### src/rtl/counter_pulse_driver_pkg.sv
// -----------------------------------------------------------------------------
// counter_pulse_driver_pkg
//   Shared definitions for the counter pulse driver slice:
//     - drv_state_t : driver FSM states (IDLE, ISSUE, WAIT, GAP)
//     - op_t / OP_* : command op encoding, bit0 = en pulse, bit1 = reset pulse
//     - DEF_*       : default counter width, check latency and pulse gap
//     - helpers     : op decode and counter-width sizing
// -----------------------------------------------------------------------------
package counter_pulse_driver_pkg;

    typedef enum logic [1:0] {
        ST_IDLE  = 2'd0,
        ST_ISSUE = 2'd1,
        ST_WAIT  = 2'd2,
        ST_GAP   = 2'd3
    } drv_state_t;

    typedef logic [1:0] op_t;

    localparam op_t OP_NONE = 2'b00;
    localparam op_t OP_EN   = 2'b01;
    localparam op_t OP_RST  = 2'b10;
    localparam op_t OP_BOTH = 2'b11;

    localparam int unsigned DEF_WIDTH      = 4;
    localparam int unsigned DEF_CHECK_LAT  = 2;
    localparam int unsigned DEF_GAP_CYCLES = 1;

    function automatic op_t make_op(input logic en, input logic rst);
        return {rst, en};
    endfunction

    function automatic logic op_has_en(input op_t op);
        return (op == OP_EN) || (op == OP_BOTH);
    endfunction

    function automatic logic op_has_rst(input op_t op);
        return (op == OP_RST) || (op == OP_BOTH);
    endfunction

    // Bits needed to hold 0..max_val, never less than 1.
    function automatic int unsigned cnt_width(input int unsigned max_val);
        int unsigned w;
        w = 1;
        while ((w < 32) && ((64'd1 << w) <= 64'(max_val)))
            w++;
        return w;
    endfunction

endpackage

### src/rtl/counter_pulse_driver_ref_model.sv
// -----------------------------------------------------------------------------
// counter_ref_model
//   Reference model of the WIDTH-bit pulse counter plus its comparator.
//   The model reset dominates the enable; the count wraps modulo 2^WIDTH.
//
//   Ports:
//     clk       in   clock, rising edge
//     clear     in   synchronous clear of the model (driver reset)
//     en        in   advance the model by one
//     rst       in   zero the model (wins over en)
//     sample    in   compare count_in against the model this cycle
//     count_in  in   counter value returned by the counter-under-test
//     expected  out  current model value
//     mismatch  out  sample && count_in differs from expected
// -----------------------------------------------------------------------------
module counter_ref_model #(
    parameter int unsigned WIDTH = 4
) (
    input  logic             clk,
    input  logic             clear,
    input  logic             en,
    input  logic             rst,
    input  logic             sample,
    input  logic [WIDTH-1:0] count_in,
    output logic [WIDTH-1:0] expected,
    output logic             mismatch
);

    always_ff @(posedge clk) begin
        if (clear || rst)
            expected <= '0;
        else if (en)
            expected <= expected + WIDTH'(1);
    end

    // Structured as "assume mismatch, clear only on a definite match" so an
    // unknown count_in is reported as a mismatch rather than silently passing.
    always_comb begin
        mismatch = 1'b0;
        if (sample) begin
            mismatch = 1'b1;
            if (count_in == expected)
                mismatch = 1'b0;
        end
    end

endmodule

### src/rtl/counter_pulse_driver.sv
// -----------------------------------------------------------------------------
// counter_pulse_driver
//   Turns accepted commands into one-cycle en / reset pulses for a WIDTH-bit
//   pulse counter, tracks the expected count in a reference model, and checks
//   the counter's returned value CHECK_LAT cycles after each pulse.
//
//   Ports:
//     GCLK_Pad       in   clock, all state on the rising edge
//     rst_Pad        in   synchronous active-high reset
//     cmd_valid      in   command offered
//     cmd_ready      out  command can be accepted (IDLE only, registered)
//     cmd_en         in   command wants en pulses
//     cmd_rst        in   command wants counter-reset pulses
//     cmd_repeat     in   pulse count, 0 treated as 1
//     en_Pad_o       out  en pulse to the counter (registered, 1 cycle)
//     cnt_rst_Pad_o  out  reset pulse to the counter (registered, 1 cycle)
//     count_in       in   counter outputs, LSB = count0
//     expected       out  reference model value
//     busy           out  FSM not in IDLE
//     done           out  one-cycle strobe on the final compare of a command
//     err_sticky     out  set on first mismatch, cleared by reset only
//     err_count      out  saturating mismatch count
// -----------------------------------------------------------------------------
module counter_pulse_driver
    import counter_pulse_driver_pkg::*;
#(
    parameter int unsigned WIDTH      = DEF_WIDTH,
    parameter int unsigned CHECK_LAT  = DEF_CHECK_LAT,
    parameter int unsigned GAP_CYCLES = DEF_GAP_CYCLES,
    parameter int unsigned REP_W      = 8,
    parameter int unsigned ERR_W      = 8
) (
    input  logic             GCLK_Pad,
    input  logic             rst_Pad,
    input  logic             cmd_valid,
    output logic             cmd_ready,
    input  logic             cmd_en,
    input  logic             cmd_rst,
    input  logic [REP_W-1:0] cmd_repeat,
    output logic             en_Pad_o,
    output logic             cnt_rst_Pad_o,
    input  logic [WIDTH-1:0] count_in,
    output logic [WIDTH-1:0] expected,
    output logic             busy,
    output logic             done,
    output logic             err_sticky,
    output logic [ERR_W-1:0] err_count
);

    localparam int unsigned LAT_W = cnt_width(CHECK_LAT);
    localparam int unsigned GAP_W = cnt_width(GAP_CYCLES);

    drv_state_t       state_q, state_d;
    op_t              op_q, op_d;
    logic [REP_W-1:0] rem_q;
    logic [LAT_W-1:0] lat_q;
    logic [GAP_W-1:0] gap_q;

    logic accept;
    logic sample;
    logic done_c;
    logic model_en;
    logic model_rst;
    logic mismatch;

    // ---------------------------------------------------------------- FSM
    always_ff @(posedge GCLK_Pad) begin
        if (rst_Pad)
            state_q <= ST_IDLE;
        else
            state_q <= state_d;
    end

    always_comb begin
        state_d = state_q;
        accept  = 1'b0;
        sample  = 1'b0;
        done_c  = 1'b0;
        op_d    = op_q;
        case (state_q)
            ST_IDLE: begin
                if (cmd_valid && cmd_ready) begin
                    accept  = 1'b1;
                    op_d    = make_op(cmd_en, cmd_rst);
                    state_d = ST_ISSUE;
                end
            end
            ST_ISSUE: begin
                state_d = ST_WAIT;
            end
            ST_WAIT: begin
                if (lat_q == LAT_W'(1)) begin
                    sample = 1'b1;
                    if (rem_q == '0) begin
                        done_c  = 1'b1;
                        state_d = ST_IDLE;
                    end else if (GAP_CYCLES > 0) begin
                        state_d = ST_GAP;
                    end else begin
                        state_d = ST_ISSUE;
                    end
                end
            end
            ST_GAP: begin
                if (gap_q <= GAP_W'(1))
                    state_d = ST_ISSUE;
            end
            default: state_d = ST_IDLE;
        endcase
    end

    assign busy = (state_q != ST_IDLE);
    // A reset landing on the final compare cycle aborts the command.
    assign done = done_c && !rst_Pad;

    // ----------------------------------------------------------- datapath
    // Pulse and ready outputs are registered off the next state, so the pulse
    // is high exactly during the ISSUE cycle and ready exactly during IDLE.
    always_ff @(posedge GCLK_Pad) begin
        if (rst_Pad) begin
            op_q          <= OP_NONE;
            rem_q         <= '0;
            lat_q         <= '0;
            gap_q         <= '0;
            cmd_ready     <= 1'b0;
            en_Pad_o      <= 1'b0;
            cnt_rst_Pad_o <= 1'b0;
        end else begin
            op_q          <= op_d;
            cmd_ready     <= (state_d == ST_IDLE);
            en_Pad_o      <= (state_d == ST_ISSUE) && op_has_en(op_d);
            cnt_rst_Pad_o <= (state_d == ST_ISSUE) && op_has_rst(op_d);

            if (accept)
                rem_q <= (cmd_repeat == '0) ? REP_W'(1) : cmd_repeat;
            else if (state_q == ST_ISSUE)
                rem_q <= rem_q - REP_W'(1);

            if (state_q == ST_ISSUE)
                lat_q <= LAT_W'(CHECK_LAT);
            else if (state_q == ST_WAIT)
                lat_q <= lat_q - LAT_W'(1);

            if (state_q == ST_WAIT && state_d == ST_GAP)
                gap_q <= GAP_W'(GAP_CYCLES);
            else if (state_q == ST_GAP)
                gap_q <= gap_q - GAP_W'(1);
        end
    end

    // ------------------------------------------------------ error tracking
    always_ff @(posedge GCLK_Pad) begin
        if (rst_Pad) begin
            err_sticky <= 1'b0;
            err_count  <= '0;
        end else if (mismatch) begin
            err_sticky <= 1'b1;
            if (err_count != '1)
                err_count <= err_count + ERR_W'(1);
        end
    end

    // --------------------------------------------------- reference model
    assign model_en  = (state_q == ST_ISSUE) && op_has_en(op_q);
    assign model_rst = (state_q == ST_ISSUE) && op_has_rst(op_q);

    counter_ref_model #(
        .WIDTH (WIDTH)
    ) u_ref_model (
        .clk      (GCLK_Pad),
        .clear    (rst_Pad),
        .en       (model_en),
        .rst      (model_rst),
        .sample   (sample),
        .count_in (count_in),
        .expected (expected),
        .mismatch (mismatch)
    );

endmodule

### config.mk
export PLATFORM = sky130hd
export DESIGN_NAME = counter_pulse_driver
export DESIGN_NICKNAME = d
export VERILOG_FILES = /design/src/rtl/counter_pulse_driver_pkg.sv /design/src/rtl/counter_pulse_driver_ref_model.sv /design/src/rtl/counter_pulse_driver.sv
export SDC_FILE = /design/constraint.sdc
export NUM_CORES = 1
export LEC_CHECK = 0
export CORE_AREA = 2 2 70 72
export CTS_BUF_LIST = sky130_fd_sc_hd__clkbuf_8
export DETAILED_ROUTE_END_ITERATION = 8
export DIE_AREA = 0 0 72 74
export PLACE_DENSITY_LB_ADDON = 0.12
export SLEW_MARGIN = 20
export SYNTH_ARGS = -nofsm -noshare
export SYNTH_HDL_FRONTEND = slang
export SYNTH_SLANG_ARGS = --single-unit
### constraint.sdc
create_clock -name GCLK_Pad -period 2.4 [get_ports GCLK_Pad]
set_input_delay 0.48 -clock GCLK_Pad [delete_from_list [all_inputs] [get_ports GCLK_Pad]]
set_output_delay 0.48 -clock GCLK_Pad [all_outputs]
set_load 0.005 [all_outputs]
# Yosys cells after proc, flatten, opt, wreduce, memory -nomap -nowiden
# Cells that the tools add are included.
# classes
add_sub_neg,5
order_cmp,1
n_eq_ne,14
n_mux,23
reduce_logical,23
# ops
op,n
$mux 8,3
$logic_not 8->1,2
$mux 2,8
$eq 2x2->1 const B,7
$mux 1,11
$eq 2x1->1 const B,5
$add 8x1->8 const B,1
$ne 8x8->1 const B,1
$pmux 2 s4,1
$reduce_bool 2->1,4
$sub 8x1->8 const B,1
$logic_and 1x1->1,7
$logic_or 1x1->1,5
$add 4x1->4 const B,1
$eq 4x4->1,1
$logic_not 2->1,2
$reduce_and 2->1,1
$reduce_or 2->1,1
$sub 2x1->2 const B,1
$le 1x1->1 const B,1
$logic_not 1->1,1
$sub 1x1->1 const B,1
# totals
ff_bits,31
input_bits,17
output_inout_bits,18

# Logic depth before layout (Yosys ltp)
# Gate-level depths: netlist (run 1).
# depth
word_depth,7
ltp_mapped,7
ltp_nobuf,6

# Hierarchy
# A second synthesis (run 1) with hierarchy kept.
# hier_totals
hier_cells,168
hier_area_um2,1534.0
# by_module_without_submodules
module,instances,cells_each,area_each_um2
counter_pulse_driver,1,148,1328.8
counter_ref_model,1,20,205.2

# Worst setup path after synthesis (run 1)
# No wires, ideal clock.
# synth_path
kind,register to register
startpoint,register state_q[0]
endpoint,register err_count[7]
setup_time_ns,0.123
arrival_time_ns,1.681
t_required_ns,2.277
setup_slack_ns,0.596
path_stages_with_launch,8
path_buffers,1
cell_sequence,dfxtp_1 inv_1 ha_1 nand2_1 a41o_1 buf_6 nor4_1 mux2_1
# synth_via
elab_chain_cells,4
# synth_lines
item,line_no,rtl
from (decl),counter_pulse_driver.sv:53,"drv_state_t state_q, state_d;"
from (signal assigned),counter_pulse_driver.sv:71,state_q <= state_d;
$eq 2x2->1,counter_pulse_driver.sv:80,case (state_q)
$mux 1,counter_pulse_driver.sv:80,
$mux 1,counter_pulse_driver_ref_model.sv:40,if (sample) begin
$reduce_and 2->1 (no line),n/a,
to (signal assigned),counter_pulse_driver.sv:159,err_count <= err_count + ERR_W'(1);
to (decl),counter_pulse_driver.sv:47,output logic [ERR_W-1:0] err_count
# No other way between the ends.
# A chain may end at the register's enable or synchronous reset.

# Worst setup path after layout (run 1)
# layout_path
startpoint,register lat_q[0]
endpoint,output done
# layout_via
elab_chain_cells,4
# layout_lines
item,line_no,rtl
from (decl),counter_pulse_driver.sv:56,logic [LAT_W-1:0] lat_q;
from (signal assigned),counter_pulse_driver.sv:140,lat_q <= LAT_W'(CHECK_LAT);
from (signal assigned),counter_pulse_driver.sv:142,lat_q <= lat_q - LAT_W'(1);
$eq 2x1->1,counter_pulse_driver.sv:92,if (lat_q == LAT_W'(1)) begin
$mux 1,counter_pulse_driver.sv:92,
$mux 1,counter_pulse_driver.sv:80,
$logic_and 1x1->1,counter_pulse_driver.sv:114,assign done = done_c && !rst_Pad;
to (decl),counter_pulse_driver.sv:45,"output logic done,"
# No other way between the ends.

==> results of run 1 <==
-- power by group --
part	internal [W]	leakage, nW	switching (W)
logic	0.000321	0.447	0.000346
clock network	0.000227	0.0524	0.000196
registers	0.000595	0.244	0.0000805
-- cell families after synthesis --
logic type,count (synthesis),share of synthesized area (%)
flops,30,38.5
fa+ha+maj,10,8.02
mux,4,2.65
buf+inv,16,4.41
compound gates,40,16.7
simple gates,68,24.1
xor+xnor,10,5.61
-- through the flow --
| stage | total power (W) | cells | instance area, um2 |
|---|---|---|---|
| 2_1_floorplan | 0.00111 | 178 | 1560 |
| 3_3_place_gp | 0.00131 | 264 | 1970 |
| 3_5_place_dp | 0.00133 | 264 | 1970 |
| 4_1_cts | 0.00178 | 272 | 2070 |
| 5_1_grt | 0.00190 | 272 | 2080 |
| 6_report | 0.00177 | 272 | 2080 |
-- worst max-delay path, cell delays in order, from the launching register on --
cell           delay, ns
dfxtp_1             0.35
ha_1                0.17
or4bb_4             0.55
nor4b_4             0.24
dlygate4sd2_1       0.26
-- cells in the mapped netlist, drive strengths merged, types with 3 or more instances --
library cell | n | share of area [%]
o31ai | 4 | 1.9
nor2 | 23 | 5.5
or3 | 3 | 1.2
a21oi | 11 | 3.5
ha | 10 | 8.0
or4 | 5 | 2.6
xnor2 | 9 | 5.1
nand3 | 5 | 1.6
mux2i | 3 | 1.9
o21ai | 8 | 2.6
clkbuf | 5 | 1.2
a211oi | 8 | 3.8
nor4 | 6 | 2.4
dfxtp | 30 | 38
nor3 | 5 | 1.9
nand2 | 7 | 1.7
inv | 9 | 2.2
and4 | 3 | 1.7
-- state kept, by name, indices dropped and copies added, names as in the netlist --
name,cells
op_q,2
en_Pad_o,1
u_ref_model.expected,4
rem_q,8
cnt_rst_Pad_o,1
err_count,8
cmd_ready,1
lat_q,2
err_sticky,1
state_q,2
-- layer usage --
metal	global-route usage, %	up-vias	part of all wire [%]	wire (um)
met5	0	-	0	0
met4	5.03	0	0.86	33
met3	4.20	4	4.7	181
met2	28.2	33	50	1910
met1	19.9	691	44	1700
li1	-	732	-	-
-- area by class of cell --
class	count	area, um2
Fill cell	441	2520
Multi-Input combinational cell	132	910
Sequential cell	30	601
Timing Repair Buffer	39	377
Clock buffer	6	82.6
Tap cell	54	67.6
Inverter	9	33.8
Clock inverter	2	8.76
-- worst min-delay path by stage --
stage	depth (start not counted)	start	end	slack (ns)
6_report	2	err_sticky$_SDFFE_PP0P_	err_sticky$_SDFFE_PP0P_	0.49
5_1_grt	2	lat_q[1]$_SDFFE_PP0P_	lat_q[1]$_SDFFE_PP0P_	0.53
4_1_cts	2	err_sticky$_SDFFE_PP0P_	err_sticky$_SDFFE_PP0P_	0.49
3_5_place_dp	2	err_sticky$_SDFFE_PP0P_	err_sticky$_SDFFE_PP0P_	0.48
3_3_place_gp	2	err_sticky$_SDFFE_PP0P_	err_sticky$_SDFFE_PP0P_	0.45
2_1_floorplan	2	err_sticky$_SDFFE_PP0P_	err_sticky$_SDFFE_PP0P_	0.47
-- repair_timing --
action                     4_1_cts  5_1_grt
pin swaps                        1        1
setup endpoints to repair        1        1
resized for setup                2        2
hold endpoints to repair         0        0
==> flow_summary.ini, run 1 <==
[finish]
drive_above_1_share_pct = 7.34
area_delta_synth_final_pct = 33.3
utilization_pct = 45.2
n_antenna_cell = 0
layout_common_cells = 33 x clkdlybuf4s50_1, 30 x dfxtp_1, 23 x nor2_1
final_common_cell = clkdlybuf4s50_1
num-nets-final = 244

[timing]
setup_tns_ns = 0
period_share_pct = 96.8
fin_hold_ws_ns = 0.486
rsz0062_at_grt = false
worstMarginPinSlew_ns = 0.471
slew_headroom_pct = 68.4
worst_slack_ns = 0.0776
hold_violations = 0
fmax_ghz = 0.431
finalSetupViolCount = 0
layout_min_cycle_time_ns = 2.32
slew_violations = 0
skew_ns = 0.00421

[global_routing]
grt_pass1_wl_mm = 6.80
grt_max_degree = 32
grt_remaining_overflow = 0
antenna_found_initial = 0
grt_pass1_vias = 1465
track_usage_pct = 16.3

[clock_network]
post_cts_buffers = 0
cts_buffers = 5
clockBufferDepth = 2
cts_sinks = 30
clkTransAtPathRegs_ns = 0.07
cts_hold_buf = 0
cts_tree = built
htreeDepth = 2
cts-root-buf = clkbuf_8
insertion_delay_ns = 0.28

[synthesis]
synth.cell_area_um2 = 1560
syn_area_per_cell_um2 = 8.77
async_flop_share_pct = 0
synth_edf_count = 0
synth_fp_nets = 205
ys_warn_count = 0
ys_ff_latch = 30
synth_flop_cell = dfxtp_1
syn_inst = 178
synth_cell_type_count = 41
synth_seq_area_share_pct = 38.5

[floorplan]
std_cell_rows = 25
core_area_um2 = 4600
die_width_um = 72
pin_count = 35
die_area_um2 = 5330
start_util_pct = 33.9
die_h_um = 74

[setup_path]
start_kind = register
crit_path_start = lat_q[0]$_SDFFE_PP0P_
endpoint_kind = output pin
r2r.worst_path.cells = 6
worst_ep_required_time_ns = 1.92
r2r-end = err_count[7]$_SDFFE_PP0P_
cp_max_fo = 2
crit_type = register to output pin
cp_data_arrival_time_ns = 1.84
rr_startpoint = state_q[0]$_SDFF_PP0_
cp-endpoint = done
reg2reg_slack_ns = 0.34

[power]
p_leak_nw = 0.744
power_density_nw_per_um2 = 849
vdd_ir_drop_max_uv = 475

[routing]
drc = 0
via_count = 1460
drtIter0Drc = 78
ant_nets = 0
drt-pass1-iter-count = 4
viasPerCell = 5.37
post_drt_wl_per_cell_um = 14.0
drt-total-wl_mm = 3.82

[flow_run]
max-cap-violations = 0

[place]
hpwl_mm = 2.72
port_buffers = 34
pre_cts_ws_ns = 0.0103
place_congestion = 0.745

[run_status]
status = complete, no violations

[min_path]
holdCritPathClass = register to register
No activity file was read; power rests on OpenSTA's default activity.
==> inputs of run 2 (changes only) <==
--- a/config.mk
+++ b/config.mk
@@ -9,6 +9,7 @@
 export CTS_BUF_LIST = sky130_fd_sc_hd__clkbuf_8
 export DETAILED_ROUTE_END_ITERATION = 8
 export DIE_AREA = 0 0 72 74
+export MAX_ROUTING_LAYER = met4
 export PLACE_DENSITY_LB_ADDON = 0.12
 export SLEW_MARGIN = 20
 export SYNTH_ARGS = -nofsm -noshare
==> run 2 against run 1 <==
Wire length up 1.2%. Final cell count unchanged. Fmax down 0.65%. Highest routed layer unchanged. Sequential power about the same. Combinational power up 0.6%. Critical path depth up 1. Register-to-register slack worse by 0.02 ns.
==> flow_summary.ini, run 2 (same netlist as run 1, synthesis figures left out) <==
[place]
port_buffers = 34
pre_cts_ws_ns = 0.0103
place_congestion = 0.754
place_area_um2 = 1970
hpwl_mm = 2.72

[clock_network]
cts-root-buf = clkbuf_8
clkTransAtPathRegs_ns = 0.07
cts_buffers = 5
clockBufferDepth = 2
htreeDepth = 2
cts_sinks = 30
insertion_delay_ns = 0.28
cts_tree = built
post_cts_buffers = 0

[setup_path]
crit_buf_inv = 2
endpoint_kind = output pin
start_kind = register
crit_slowest_cell = or4bb_4
cp_top_family = simple AND/OR/NAND/NOR gates
cp_cell_sequence = inv_1 -> ha_1 -> or4bb_4 -> nor4b_4 -> dlygate4sd2_1
cp_max_fo = 3
slowest_delay_ns = 0.48
cp_data_arrival_time_ns = 1.86
worst_ep_required_time_ns = 1.92
crit_type = register to output pin

[timing]
slew_violations = 0
hold_violations = 0
layout_min_cycle_time_ns = 2.34
period_share_pct = 97.4
setup_tns_ns = 0
rsz0062_at_grt = false
skew_ns = 0.00541
slew_headroom_pct = 68.5
worstMarginPinSlew_ns = 0.468
finalSetupViolCount = 0
fmax_ghz = 0.428
worst_slack_ns = 0.0626

[routing]
via_count = 1453
drc = 0
drt-pass1-iter-count = 4
ant_nets = 0
viasPerCell = 5.34
drtIter0Drc = 79
post_drt_wl_per_cell_um = 14.2
drt-total-wl_mm = 3.87

[global_routing]
grt_max_degree = 32
antenna_found_initial = 0
grt_pass1_vias = 1465
grt_pass1_wl_mm = 6.80
grt_remaining_overflow = 0
track_usage_pct = 16.8

[power]
p_switching_w = 0.000631
p_comb_share_pct = 37.9
power.total_w = 0.00177
power_density_nw_per_um2 = 853
swShare_pct = 35.6
seq_power_share_pct = 38.1
p_leak_nw = 0.744
vdd_ir_drop_max_uv = 480
p_int_w = 0.00114
power.share.clock_pct = 24.0

[floorplan]
start_util_pct = 33.9
die_h_um = 74
core_area_um2 = 4600
die_area_um2 = 5330
pin_count = 35
std_cell_rows = 25
die_width_um = 72

[finish]
num-nets-final = 244
reg.largest.list = err_count x8, rem_q x8, u_ref_model.expected x4
n_antenna_cell = 0
drive_above_1_share_pct = 7.34
utilization_pct = 45.2
layout_common_cells = 33 x clkdlybuf4s50_1, 30 x dfxtp_1, 23 x nor2_1
final_area_um2 = 2080
final_common_cell = clkdlybuf4s50_1
area_delta_synth_final_pct = 33.3

[min_path]
holdCritPathClass = register to register

[run_status]
status = complete, no violations

[flow_run]
max-cap-violations = 0
run 2: layout make-up:
type,count,area (um2)
clock inverters,2,8.76
fillers,441,2520
repair buffers,39,377
inverters,9,33.8
clock buffers,6,82.6
flip-flops and latches,30,601
well taps,54,67.6
multi-input cells,132,910
run 2: through the flow:
step | hold WS (ns) | instances
floorplan | 0.465 | 178
global placement | 0.450 | 264
detailed placement | 0.477 | 264
CTS | 0.495 | 272
global route | 0.531 | 272
finish | 0.486 | 272
run 2: worst reg2reg max path, delay by kind of cell, from the launching register on:
kind,cells,cell delay [ns]
buf+inv,1,0.11
mux,1,0.35
compound gates,1,0.36
fa+ha+maj,1,0.29
flops,1,0.35
simple gates,2,0.51
run 2: layer usage:
layer  part of all wire, %  GRT usage (%)  vias to the layer above
met3                   3.5           4.20                        5
li1                      -              -                      732
met5                     0              -                        -
met2                    50           28.3                       28
met1                    46           19.8                      688
met4                   1.3           5.03                        0
run 2: repair_timing:
item                       in CTS  in global routing
setup endpoints to repair       1                  1
hold buffers                    0                  0
pin swaps                       1                  1
resized for setup               2                  2
run 2: power groups by stage:
stage / sequential [W] / combinational, W / clock, W
after floorplan: 0.000672 / 0.000442 / 0
after global placement: 0.000677 / 0.000629 / 0
after detailed placement: 0.000684 / 0.000646 / 0
after CTS: 0.000674 / 0.000664 / 0.000437
after global routing: 0.000688 / 0.000757 / 0.000460
final: 0.000676 / 0.000671 / 0.000426
run 2: path summary, 6_finish.rpt:
check                           from                         to  slack (ns)  depth (start not counted)
min reg2reg  err_sticky$_SDFFE_PP0P_    err_sticky$_SDFFE_PP0P_        0.49                          2
min          err_sticky$_SDFFE_PP0P_    err_sticky$_SDFFE_PP0P_        0.49                          2
max            rem_q[0]$_SDFFE_PP0P_                       done        0.06                          5
max reg2reg    state_q[0]$_SDFF_PP0_  err_count[7]$_SDFFE_PP0P_        0.32                          6
